**src/rtl/convb_controller_pkg.sv**
```systemverilog
// rtl/convb_controller_pkg.sv - convb_controller state enum and derived-size helpers
package convb_ctrl_pkg;

  typedef enum logic [2:0] {
    S_IDLE,
    S_LOAD_W,
    S_STREAM,
    S_DRAIN,
    S_NEXT,
    S_DONE
  } convb_state_t;

  function automatic int f_k2(input int k);
    return k * k;
  endfunction

  function automatic int f_ifm_size_next(input int size, input int k);
    return size - k + 1;
  endfunction

  function automatic int f_filter_passes(input int filters, input int units);
    return (filters + units - 1) / units;
  endfunction

  function automatic int f_drain_cycles(input int latency);
    return latency + 2;
  endfunction

  // Values for the default layer configuration.
  localparam int K2            = f_k2(5);
  localparam int IFM_SIZE_NEXT = f_ifm_size_next(32, 5);
  localparam int FILTER_PASSES = f_filter_passes(6, 3);
  localparam int DRAIN_CYCLES  = f_drain_cycles(1);

endpackage

```
**src/rtl/convb_controller_if.sv**
```systemverilog
// rtl/convb_controller_if.sv - start/done handshake, memory strobes/addresses and unit enables
interface convb_controller_if #(
  parameter int ADDRESS_BITS = 15
) ();
  logic                    start;
  logic                    busy;
  logic                    done;
  logic                    wm_enable_read;
  logic [ADDRESS_BITS-1:0] wm_address;
  logic                    wm_fifo_enable;
  logic                    ifm_enable_read;
  logic [ADDRESS_BITS-1:0] ifm_address;
  logic                    ifm_fifo_enable;
  logic                    conv_enable;
  logic                    accu_enable;
  logic                    accu_first;
  logic                    relu_enable;
  logic                    next_enable_read;
  logic [ADDRESS_BITS-1:0] next_address;
  logic                    ofm_write_enable;
  logic [ADDRESS_BITS-1:0] ofm_address;

  modport master (
    input  start,
    output busy, done, wm_enable_read, wm_address, wm_fifo_enable,
           ifm_enable_read, ifm_address, ifm_fifo_enable, conv_enable,
           accu_enable, accu_first, relu_enable, next_enable_read,
           next_address, ofm_write_enable, ofm_address
  );

  modport slave (
    output start,
    input  busy, done, wm_enable_read, wm_address, wm_fifo_enable,
           ifm_enable_read, ifm_address, ifm_fifo_enable, conv_enable,
           accu_enable, accu_first, relu_enable, next_enable_read,
           next_address, ofm_write_enable, ofm_address
  );
endinterface

```
**src/rtl/convb_controller_window_tracker.sv**
```systemverilog
// rtl/convb_controller_window_tracker.sv - row/column of each pushed IFM pixel, flags full KxK windows
module convb_window_tracker #(
  parameter int IFM_SIZE    = 32,
  parameter int KERNAL_SIZE = 5
) (
  input  logic clk,
  input  logic reset,
  input  logic i_clear,
  input  logic i_push,
  output logic o_window_valid
);
  localparam int CW = $clog2(IFM_SIZE + 1);

  logic [CW-1:0] r_row;
  logic [CW-1:0] r_col;

  always_ff @(posedge clk or negedge reset) begin
    if (!reset) begin
      r_row <= '0;
      r_col <= '0;
    end else if (i_clear) begin
      r_row <= '0;
      r_col <= '0;
    end else if (i_push) begin
      if (r_col == CW'(IFM_SIZE - 1)) begin
        r_col <= '0;
        r_row <= (r_row == CW'(IFM_SIZE - 1)) ? '0 : r_row + 1'b1;
      end else begin
        r_col <= r_col + 1'b1;
      end
    end
  end

  assign o_window_valid = i_push && (r_row >= CW'(KERNAL_SIZE - 1)) &&
                          (r_col >= CW'(KERNAL_SIZE - 1));
endmodule

```
**src/rtl/convb_controller.sv**
```systemverilog
// rtl/convb_controller.sv - ConvB layer sequencer; CONVB_CTRL_CYCLE_COUNT_EN adds cycle_count
module convb_controller
  import convb_ctrl_pkg::*;
#(
  parameter int ADDRESS_BITS      = 15,
  parameter int IFM_SIZE          = 32,
  parameter int IFM_DEPTH         = 3,
  parameter int KERNAL_SIZE       = 5,
  parameter int NUMBER_OF_FILTERS = 6,
  parameter int NUMBER_OF_UNITS   = 3,
  parameter int CONV_LATENCY      = 1
) (
  input  logic clk,
  input  logic reset,
`ifdef CONVB_CTRL_CYCLE_COUNT_EN
  output logic [31:0] cycle_count,
`endif
  convb_controller_if.master bus
);
  localparam int CFG_K2    = f_k2(KERNAL_SIZE);
  localparam int CFG_PIX   = IFM_SIZE * IFM_SIZE;
  localparam int CFG_NSZ   = f_ifm_size_next(IFM_SIZE, KERNAL_SIZE);
  localparam int CFG_OUT   = CFG_NSZ * CFG_NSZ;
  localparam int CFG_FP    = f_filter_passes(NUMBER_OF_FILTERS, NUMBER_OF_UNITS);
  localparam int CFG_DRAIN = f_drain_cycles(CONV_LATENCY);
  localparam int NXT_TAP   = (CONV_LATENCY == 0) ? 0 : CONV_LATENCY - 1;
  localparam int ACC_TAP   = CONV_LATENCY;
  localparam int OFM_TAP   = CONV_LATENCY + 1;
  localparam int STEP_MAX  = (CFG_PIX > CFG_DRAIN) ? ((CFG_PIX > CFG_K2) ? CFG_PIX : CFG_K2)
                                                   : ((CFG_DRAIN > CFG_K2) ? CFG_DRAIN : CFG_K2);
  localparam int SW = $clog2(STEP_MAX + 1);
  localparam int DW = $clog2(IFM_DEPTH + 1);
  localparam int FW = $clog2(CFG_FP + 1);
  localparam int OW = $clog2(CFG_OUT + 1);
  localparam longint ADDR_SPAN = 64'd1 << ADDRESS_BITS;

  typedef logic [ADDRESS_BITS-1:0] addr_t;

  if (longint'(CFG_FP) * IFM_DEPTH * CFG_K2 > ADDR_SPAN ||
      longint'(IFM_DEPTH) * CFG_PIX > ADDR_SPAN ||
      longint'(CFG_FP) * CFG_OUT > ADDR_SPAN) begin : g_addr_overflow
    $error("convb_controller: address range does not fit ADDRESS_BITS");
  end

  convb_state_t r_state, w_state_next;
  logic [SW-1:0] r_step;   // k in LOAD_W, p in STREAM, drain count in DRAIN
  logic [DW-1:0] r_d;
  logic [FW-1:0] r_f;
  logic [OW-1:0] r_o;
  logic          r_wm_fifo, r_ifm_fifo;
  logic [OFM_TAP:0] r_en_sr;
  addr_t         r_addr_sr [1:OFM_TAP];
  addr_t         w_addr_tap [0:OFM_TAP];
  logic          w_last_step, w_last_pair, w_wm_rd, w_ifm_rd, w_window_valid, w_idle;
  addr_t         w_wm_addr, w_ifm_addr, w_out_addr;

  assign w_idle      = (r_state == S_IDLE);
  assign w_last_step = ((r_state == S_LOAD_W) && (r_step == SW'(CFG_K2))) ||
                       ((r_state == S_STREAM) && (r_step == SW'(CFG_PIX))) ||
                       ((r_state == S_DRAIN)  && (r_step == SW'(CFG_DRAIN - 1)));
  assign w_last_pair = (r_d == DW'(IFM_DEPTH - 1)) && (r_f == FW'(CFG_FP - 1));
  assign w_wm_rd     = (r_state == S_LOAD_W) && (r_step < SW'(CFG_K2));
  assign w_ifm_rd    = (r_state == S_STREAM) && (r_step < SW'(CFG_PIX));
  assign w_wm_addr   = (addr_t'(r_f) * addr_t'(IFM_DEPTH) + addr_t'(r_d)) * addr_t'(CFG_K2)
                     + addr_t'(r_step);
  assign w_ifm_addr  = addr_t'(r_d) * addr_t'(CFG_PIX) + addr_t'(r_step);
  assign w_out_addr  = addr_t'(r_f) * addr_t'(CFG_OUT) + addr_t'(r_o);

  always_comb begin
    w_state_next = r_state;
    case (r_state)
      S_IDLE:   if (bus.start)   w_state_next = S_LOAD_W;
      S_LOAD_W: if (w_last_step) w_state_next = S_STREAM;
      S_STREAM: if (w_last_step) w_state_next = S_DRAIN;
      S_DRAIN:  if (w_last_step) w_state_next = S_NEXT;
      S_NEXT:   w_state_next = w_last_pair ? S_DONE : S_LOAD_W;
      S_DONE:   w_state_next = S_IDLE;
      default:  w_state_next = S_IDLE;
    endcase
  end

  always_ff @(posedge clk or negedge reset) begin
    if (!reset) begin
      r_state <= S_IDLE;
      r_step  <= '0;
      r_d     <= '0;
      r_f     <= '0;
    end else begin
      r_state <= w_state_next;
      r_step  <= (w_idle || (w_state_next != r_state)) ? '0 : r_step + 1'b1;
      if (r_state == S_NEXT) begin
        if (r_d == DW'(IFM_DEPTH - 1)) begin
          r_d <= '0;
          r_f <= (r_f == FW'(CFG_FP - 1)) ? '0 : r_f + 1'b1;
        end else begin
          r_d <= r_d + 1'b1;
        end
      end
    end
  end

  convb_window_tracker #(
    .IFM_SIZE    (IFM_SIZE),
    .KERNAL_SIZE (KERNAL_SIZE)
  ) u_window_tracker (
    .clk            (clk),
    .reset          (reset),
    .i_clear        (w_idle),
    .i_push         (r_ifm_fifo),
    .o_window_valid (w_window_valid)
  );

  // Tap j of the enable/address lines is conv_enable and its output address j cycles late.
  always_ff @(posedge clk or negedge reset) begin
    if (!reset) begin
      r_wm_fifo  <= 1'b0;
      r_ifm_fifo <= 1'b0;
      r_en_sr    <= '0;
      r_o        <= '0;
      for (int j = 1; j <= OFM_TAP; j++) r_addr_sr[j] <= '0;
    end else begin
      r_wm_fifo    <= w_wm_rd;
      r_ifm_fifo   <= w_ifm_rd;
      r_en_sr      <= {r_en_sr[OFM_TAP-1:0], w_window_valid};
      r_addr_sr[1] <= w_out_addr;
      for (int j = 2; j <= OFM_TAP; j++) r_addr_sr[j] <= r_addr_sr[j-1];
      if (w_idle)          r_o <= '0;
      else if (r_en_sr[0]) r_o <= (r_o == OW'(CFG_OUT - 1)) ? '0 : r_o + 1'b1;
    end
  end

  always_comb begin
    w_addr_tap[0] = w_out_addr;
    for (int j = 1; j <= OFM_TAP; j++) w_addr_tap[j] = r_addr_sr[j];
  end

  assign bus.busy             = !w_idle;
  assign bus.done             = (r_state == S_DONE);
  assign bus.wm_enable_read   = w_wm_rd;
  assign bus.wm_address       = w_wm_rd ? w_wm_addr : '0;
  assign bus.wm_fifo_enable   = r_wm_fifo;
  assign bus.ifm_enable_read  = w_ifm_rd;
  assign bus.ifm_address      = w_ifm_rd ? w_ifm_addr : '0;
  assign bus.ifm_fifo_enable  = r_ifm_fifo;
  assign bus.conv_enable      = r_en_sr[0];
  assign bus.next_enable_read = r_en_sr[NXT_TAP];
  assign bus.next_address     = r_en_sr[NXT_TAP] ? w_addr_tap[NXT_TAP] : '0;
  assign bus.accu_enable      = r_en_sr[ACC_TAP];
  assign bus.accu_first       = r_en_sr[ACC_TAP] && (r_d == '0);
  assign bus.relu_enable      = r_en_sr[ACC_TAP] && (r_d == DW'(IFM_DEPTH - 1));
  assign bus.ofm_write_enable = r_en_sr[OFM_TAP];
  assign bus.ofm_address      = r_en_sr[OFM_TAP] ? w_addr_tap[OFM_TAP] : '0;

`ifdef CONVB_CTRL_CYCLE_COUNT_EN
  logic [31:0] r_cycle_count;

  always_ff @(posedge clk or negedge reset) begin
    if (!reset)                   r_cycle_count <= '0;
    else if (w_idle && bus.start) r_cycle_count <= '0;
    else if (!w_idle)             r_cycle_count <= r_cycle_count + 32'd1;
  end

  assign cycle_count = r_cycle_count;
`endif
endmodule

```
**src/flat_wrapper.sv**
```systemverilog
// flat-port wrapper written by rule: the top's interface ports become plain ports
module convb_controller_flat import convb_ctrl_pkg::*;
#(
  parameter int ADDRESS_BITS      = 15,
  parameter int IFM_SIZE          = 32,
  parameter int IFM_DEPTH         = 3,
  parameter int KERNAL_SIZE       = 5,
  parameter int NUMBER_OF_FILTERS = 6,
  parameter int NUMBER_OF_UNITS   = 3,
  parameter int CONV_LATENCY      = 1
)
  (clk, reset, bus_start, bus_busy, bus_done, bus_wm_enable_read, bus_wm_address, bus_wm_fifo_enable, bus_ifm_enable_read, bus_ifm_address, bus_ifm_fifo_enable, bus_conv_enable, bus_accu_enable, bus_accu_first, bus_relu_enable, bus_next_enable_read, bus_next_address, bus_ofm_write_enable, bus_ofm_address);
  convb_controller_if #(.ADDRESS_BITS(ADDRESS_BITS)) bus_i ();
  input  logic clk;
  input  logic reset;
  input wire logic [$bits(bus_i.start)-1:0] bus_start;
  output wire logic [$bits(bus_i.busy)-1:0] bus_busy;
  output wire logic [$bits(bus_i.done)-1:0] bus_done;
  output wire logic [$bits(bus_i.wm_enable_read)-1:0] bus_wm_enable_read;
  output wire logic [$bits(bus_i.wm_address)-1:0] bus_wm_address;
  output wire logic [$bits(bus_i.wm_fifo_enable)-1:0] bus_wm_fifo_enable;
  output wire logic [$bits(bus_i.ifm_enable_read)-1:0] bus_ifm_enable_read;
  output wire logic [$bits(bus_i.ifm_address)-1:0] bus_ifm_address;
  output wire logic [$bits(bus_i.ifm_fifo_enable)-1:0] bus_ifm_fifo_enable;
  output wire logic [$bits(bus_i.conv_enable)-1:0] bus_conv_enable;
  output wire logic [$bits(bus_i.accu_enable)-1:0] bus_accu_enable;
  output wire logic [$bits(bus_i.accu_first)-1:0] bus_accu_first;
  output wire logic [$bits(bus_i.relu_enable)-1:0] bus_relu_enable;
  output wire logic [$bits(bus_i.next_enable_read)-1:0] bus_next_enable_read;
  output wire logic [$bits(bus_i.next_address)-1:0] bus_next_address;
  output wire logic [$bits(bus_i.ofm_write_enable)-1:0] bus_ofm_write_enable;
  output wire logic [$bits(bus_i.ofm_address)-1:0] bus_ofm_address;
  assign bus_i.start = bus_start;
  assign bus_busy = bus_i.busy;
  assign bus_done = bus_i.done;
  assign bus_wm_enable_read = bus_i.wm_enable_read;
  assign bus_wm_address = bus_i.wm_address;
  assign bus_wm_fifo_enable = bus_i.wm_fifo_enable;
  assign bus_ifm_enable_read = bus_i.ifm_enable_read;
  assign bus_ifm_address = bus_i.ifm_address;
  assign bus_ifm_fifo_enable = bus_i.ifm_fifo_enable;
  assign bus_conv_enable = bus_i.conv_enable;
  assign bus_accu_enable = bus_i.accu_enable;
  assign bus_accu_first = bus_i.accu_first;
  assign bus_relu_enable = bus_i.relu_enable;
  assign bus_next_enable_read = bus_i.next_enable_read;
  assign bus_next_address = bus_i.next_address;
  assign bus_ofm_write_enable = bus_i.ofm_write_enable;
  assign bus_ofm_address = bus_i.ofm_address;
  convb_controller #(.ADDRESS_BITS(ADDRESS_BITS), .IFM_SIZE(IFM_SIZE), .IFM_DEPTH(IFM_DEPTH), .KERNAL_SIZE(KERNAL_SIZE), .NUMBER_OF_FILTERS(NUMBER_OF_FILTERS), .NUMBER_OF_UNITS(NUMBER_OF_UNITS), .CONV_LATENCY(CONV_LATENCY)) u_core (.clk(clk), .reset(reset), .bus(bus_i));
endmodule
```
**config.mk**
```make
export PLATFORM = sky130hd
export DESIGN_NAME = convb_controller_flat
export DESIGN_NICKNAME = d
export VERILOG_FILES = /design/src/rtl/convb_controller_pkg.sv /design/src/rtl/convb_controller_if.sv /design/src/rtl/convb_controller_window_tracker.sv /design/src/rtl/convb_controller.sv /design/src/flat_wrapper.sv
export SDC_FILE = /design/constraint.sdc
export NUM_CORES = 1
export LEC_CHECK = 0
export BUFFER_PORTS_ARGS = -buffer_cell sky130_fd_sc_hd__buf_2
export CORE_MARGIN = 2
export CORE_UTILIZATION = 55
export CTS_BUF_LIST = sky130_fd_sc_hd__clkbuf_4 sky130_fd_sc_hd__clkbuf_8 sky130_fd_sc_hd__clkbuf_16
export CTS_CLUSTER_DIAMETER = 60
export DETAILED_ROUTE_END_ITERATION = 12
export HOLD_SLACK_MARGIN = 0.03
export PLACE_DENSITY = 0.79
export SYNTH_ARGS = -nofsm -noshare
export SYNTH_HDL_FRONTEND = slang
export SYNTH_SLANG_ARGS = --single-unit
export TNS_END_PERCENT = 30
```
**constraint.sdc**
```tcl
create_clock -name clk -period 8.3 [get_ports clk]
set_clock_uncertainty 0.05 [all_clocks]
set_input_delay 0.83 -clock clk [delete_from_list [all_inputs] [get_ports clk]]
set_output_delay 0.83 -clock clk [all_outputs]
set_load 0.03 [all_outputs]
```
=== Word level (Yosys, flattened, before mapping) ===
Cells that the tools add are included.

* Flip-flop bits (word level): 75

* $add $sub $neg: 10
* Multiply operators: 3
* Order comparisons: 4
* Eq/ne operators: 14
* Multiplexer cells: 23
* Reductions and logical operators: 21

{| class="wikitable"
|+ Operators by type and width
! cell !! count
|-
| 2-to-1 mux 15 bit || 4
|-
| 2-to-1 mux 6 bit || 7
|-
| 2-to-1 mux 10 bit || 3
|-
| adder 15 x 11 -> 15 bit || 1
|-
| multiplier 15 x 5 -> 15 bit, second input constant || 1
|-
| 2-to-1 mux 3 bit || 5
|-
| one-hot mux 3 bit (5 select lines) || 1
|-
| adder 12 x 10 -> 13 bit || 1
|-
| adder 12 x 11 -> 13 bit || 1
|-
| adder 6 x 1 -> 6 bit, second input constant || 2
|-
| == test 6 x 5 -> 1 bit, second input constant || 2
|-
| >= comparator 6 x 3 -> 1 bit, second input constant || 2
|-
| adder 11 x 1 -> 11 bit, second input constant || 1
|-
| == test 11 bit, second input constant || 1
|-
| == test 11 x 2 -> 1 bit, second input constant || 1
|-
| == test 11 x 5 -> 1 bit, second input constant || 1
|-
| less-than comparator 11 bit, second input constant || 1
|-
| less-than comparator 11 x 5 -> 1 bit, second input constant || 1
|-
| 2-to-1 mux 11 bit || 1
|-
| adder 10 x 1 -> 10 bit, second input constant || 1
|-
| == test 10 bit, second input constant || 1
|-
| logical AND 1 bit || 10
|-
| multiplier 2 x 6 -> 8 bit, second input constant || 1
|-
| == test 3 x 2 -> 1 bit, second input constant || 2
|-
| other kinds (15) || 23
|}

=== Longest topological paths before layout ===
* Word-level depth: 9
* Depth in mapped cells: 16
* Depth with buffers taken out: 16

=== Hierarchy ===
Synthesis repeated with hierarchy kept, for this count alone.

* Cell total of the unflattened synthesis: 433
* Area total of the unflattened synthesis: 4,365.4 um2

{| class="wikitable"
|+ By module, submodules not included
! module !! instances !! cells an instance !! area an instance (um2) !! seq. area each (um2)
|-
| convb_controller || 1 || 357 || 3,628.5 || 1,476.4
|-
| convb_window_tracker || 1 || 76 || 737.0 || 300.3
|}

=== Worst setup path before layout ===
Ideal clock, no wire load.

* Path type: register -> output
* From: register u_core.r_f[0]
* To: output port bus_wm_address[8]
* Arrival: 4.412 ns
* Data required time: 7.420 ns
* Slack: 3.008 ns
* Cell stages (with the launch flop): 16
* Path buffers: 0
* Path through: dfrtp_1 > inv_1 > fa_1 > inv_1 > ha_1 > fa_1 > inv_1 > ha_1 > inv_1 > fa_1 > ha_1 > ha_1 > o211ai_1 > nor2b_1 > o21ai_0 > nor3b_1

* Word-level cells in the longest chain between the ends: 5

{| class="wikitable"
|+ Ends and longest elaborated chain
! item !! line !! text
|-
| start, declared || convb_controller.sv:48 || <nowiki>logic [FW-1:0] r_f;</nowiki>
|-
| start signal, assigned || convb_controller.sv:94 || <nowiki>r_f <= (r_f == FW'(CFG_FP - 1)) ? '0 : r_f + 1'b1;</nowiki>
|-
| multiplier 2 x 2 -> 4 bit || convb_controller.sv:64 || <nowiki>assign w_wm_addr = (addr_t'(r_f) * addr_t'(IFM_DEPTH) + addr_t'(r_d)) * addr_t'(CFG_K2)</nowiki>
|-
| adder 4 x 2 -> 5 bit || convb_controller.sv:64 ||
|-
| multiplier 15 x 5 -> 15 bit || convb_controller.sv:64 ||
|-
| adder 15 x 11 -> 15 bit || convb_controller.sv:65 || <nowiki>+ addr_t'(r_step);</nowiki>
|-
| 2-to-1 mux 15 bit || convb_controller.sv:140 || <nowiki>assign bus.wm_address = w_wm_rd ? w_wm_addr : '0;</nowiki>
|-
| end, declared || flat_wrapper.sv:20 || <nowiki>output wire logic [$bits(bus_i.wm_address)-1:0] bus_wm_address;</nowiki>
|}

Every way passes these cells.

=== Worst setup path in the final report ===
* From: register u_core.r_f[0]
* To: output port bus_wm_address[9]

The elaborated chain is that of the path after synthesis.

==> flow_summary.ini <==
[run_status]
outcome = finished, final reports clean

[global_route]
track_usage = 0.207
antenna_found_initial = 0
grt_pass1_vias = 3190
grt_overflow_total = 0
grt_pass1_wl_um = 14200
grt_max_degree = 72

[power]
seq_power_share = 0.518
swShare = 0.220
power.switching_uw = 147
clockPowerShare = 0.463
p_comb_frac = 0.019
power.internal_uw = 520
cellPowerDensity_nw_per_um2 = 137
peakVddDrop_v = 0.0000808
p_leak_uw = 0.00268
power.total_uw = 667

[placed_design]
place_congestion = 0.875
port_buffers = 64
dpl.hpwl_um = 5920

[yosys]
ys.flop_type = dfrtp_1
ys_seq_area_frac = 0.412
synth_top_area_cell = dfrtp_1
synth_edf_count = 0
synthCells = 438
synth_warnings = 0
synth_area_leaders = dfrtp_1 (41%), ha_1 (14%), and2_1 (6.1%), xor2_1 (3.5%), nor2_1 (3.4%)
synth_top_cell_area_share = 0.412
synth_area_per_cell_sq_um = 9.85
syn-cell-area_sq_um = 4310
ys_seq_elements = 71
async_reset_ff_frac = 1.00
synthDistinctLibCells = 47

[timing]
period_share = 0.680
tns_ns = 0
rsz0062_at_grt = no
drv_slew = 0
setup_viol = 0
slew_headroom = 0.416
timing.fmax_ghz = 0.177
final_hold_viol_count = 0
layout_min_cycle_time_ns = 5.64
tightestPinTransition_ns = 0.877

[clock_tree]
clk_latency_ns = 0.35
cts_resized = 0
postCtsSetupBuffers = 0
cts_buffers = 9
cts_sinks = 71
root_buffer = clkbuf_8
path_clk_slew_ns = 0.08
htreeDepth = 3
ctsHoldBuffers = 0
ctsLongestPathBuffers = 2
cts_tree = yes

[cells_and_area]
nets = 556
mostFrequentLayoutCell = dfrtp_1
seq_area_sq_um = 1780
drive_gt1_frac = 0.177
areaGrowthSynthToFinish_pct = 13.3
final_cell_mix = dfrtp_1 (71), buf_2 (64), ha_1 (47)
antenna_cells = 0
n_fill_cell = 642
multi_input_area_sq_um = 2340

[setup_path]
cp-start-kind = flop
critPathCaptureType = output port
worst_ep_required_time_ns = 7.42
crit_type = reg2out
critPathArrivalTime_ns = 4.76
crit_fanout = 8

[detailed_routing]
final_antenna_net_count = 0
finalWirelength_um = 8230
firstDrtPassIters = 5
viasPerCell = 5.29
drt-initial-drc-count = 113
wl_per_cell_um = 13.6
vias = 3205
route.detailed.drc = 0

[floorplanning]
die_w_um = 92.6
io_pins = 75
start_util = 0.564
dieArea_sq_um = 8570
die_h_um = 92.6
rows = 32
core_area_sq_um = 7650

[flow_run]
cap_violations = 0

[hold_path]
hold_class = reg2reg
==> power by group through the flow <==
stage          sequential, uW  clock, uW  combinational [uW]
2_1_floorplan             353          0                9.52
3_3_place_gp              352          0                13.4
3_5_place_dp              352          0                13.4
4_1_cts                   346        313                13.4
5_1_grt                   346        331                14.9
6_report                  346        309                13.0
==> layout make-up <==
type | count | area share
tap | 102 | 0.0261
clock inverter | 6 | 0.0190
clock buffer | 10 | 0.0269
timing repair buffer | 66 | 0.0686
sequential | 71 | 0.364
inverter | 22 | 0.0169
multi-input combinational | 329 | 0.479
==> cell families after synthesis <==
logic type      count (synthesis)  synth area share
compound gates                 57            0.0812
xor+xnor                       27            0.0548
fa+ha+maj                      54             0.169
buf+inv                        47            0.0545
flops                          71             0.412
mux                             5            0.0122
other cells                     1          0.000869
simple gates                  176             0.216
==> cell usage after synthesis, types with 2 or more instances <==
library cell and n:
a211o_1 3, a211oi_1 2, a21o_1 4, a21oi_1 21, a31oi_1 2, a41o_1 2, a41oi_1 2, and2_1 42
and3_1 5, and3_2 2, and4_1 2, buf_4 13, clkbuf_1 11, dfrtp_1 71, fa_1 7, ha_1 47
inv_1 22, mux2_2 2, mux2i_1 3, nand2_1 25, nand2b_1 3, nand3_1 17, nand3b_1 3, nand4_1 2
nor2_1 39, nor2b_1 4, nor3_1 13, nor3b_1 3, nor4_1 5, o211ai_1 2, o21ai_0 14, or3_1 5
xnor2_1 10, xor2_1 17
==> worst paths after layout <==
| path | start | slack, ns | depth (start not counted) | to |
|---|---|---|---|---|
| min in group asynchronous | reset | 0.63 | 2 | u_core.r_step[9]$_DFF_PN0_ |
| max in group asynchronous | reset | 6.98 | 2 | u_core.r_step[4]$_DFF_PN0_ |
| hold reg to reg | u_core.r_addr_sr[23]$_DFF_PN0_ | 0.30 | 0 | u_core.r_addr_sr[8]$_DFF_PN0_ |
| setup reg to reg | u_core.r_f[0]$_DFFE_PN0P_ | 6.06 | 8 | u_core.r_addr_sr[26]$_DFF_PN0_ |
| setup / recovery | u_core.r_f[0]$_DFFE_PN0P_ | 2.66 | 17 | bus_wm_address[9] |
| hold / removal | u_core.r_addr_sr[23]$_DFF_PN0_ | 0.30 | 0 | u_core.r_addr_sr[8]$_DFF_PN0_ |
==> layer usage <==
layer / vias to the layer above / track usage / wire length [um] / share of wire
li1: 1606 / - / - / -
met1: 1503 / 0.260 / 3740 / 0.45
met2: 88 / 0.348 / 3910 / 0.48
met3: 8 / 0.0513 / 473 / 0.058
met4: 0 / 0.0709 / 102 / 0.012
met5: - / 0 / 0 / 0
==> per-stage QoR <==
step / setup slack, ns / instances / utilization / hold WS [ns] / area [sq um]
final: 2.66 / 606 / 0.639 / 0.304 / 4890
after global routing: 2.36 / 606 / 0.639 / 0.313 / 4890
after CTS: 2.66 / 606 / 0.639 / 0.305 / 4890
after detailed placement: 3.05 / 590 / 0.610 / 0.286 / 4660
after global placement: 3.20 / 590 / 0.610 / 0.282 / 4660
after floorplan: 3.01 / 447 / - / 0.281 / 4350
==> flip-flops by register name, summed over array words and instances (netlist names) <==
| name | cells |
|---|---|
| u_core.bus.ifm_fifo_enable | 1 |
| u_core.bus.wm_fifo_enable | 1 |
| u_core.r_addr_sr | 26 |
| u_core.r_d | 2 |
| u_core.r_en_sr | 3 |
| u_core.r_f | 2 |
| u_core.r_o | 10 |
| u_core.r_state | 3 |
| u_core.r_step | 11 |
| u_core.u_window_tracker.r_col | 6 |
| u_core.u_window_tracker.r_row | 6 |
==> worst max-delay path: stages (launching register included) <==
cell	delay, ns
dfrtp_1	0.51
inv_1	0.16
fa_1	0.56
inv_1	0.05
ha_1	0.20
fa_1	0.59
inv_1	0.06
ha_1	0.27
inv_1	0.05
fa_1	0.45
ha_1	0.30
ha_1	0.35
nor3_1	0.19
nor2_1	0.07
a21oi_1	0.19
xor2_1	0.17
nor2_1	0.06
buf_2	0.20
(Power assumes the default switching activity.)
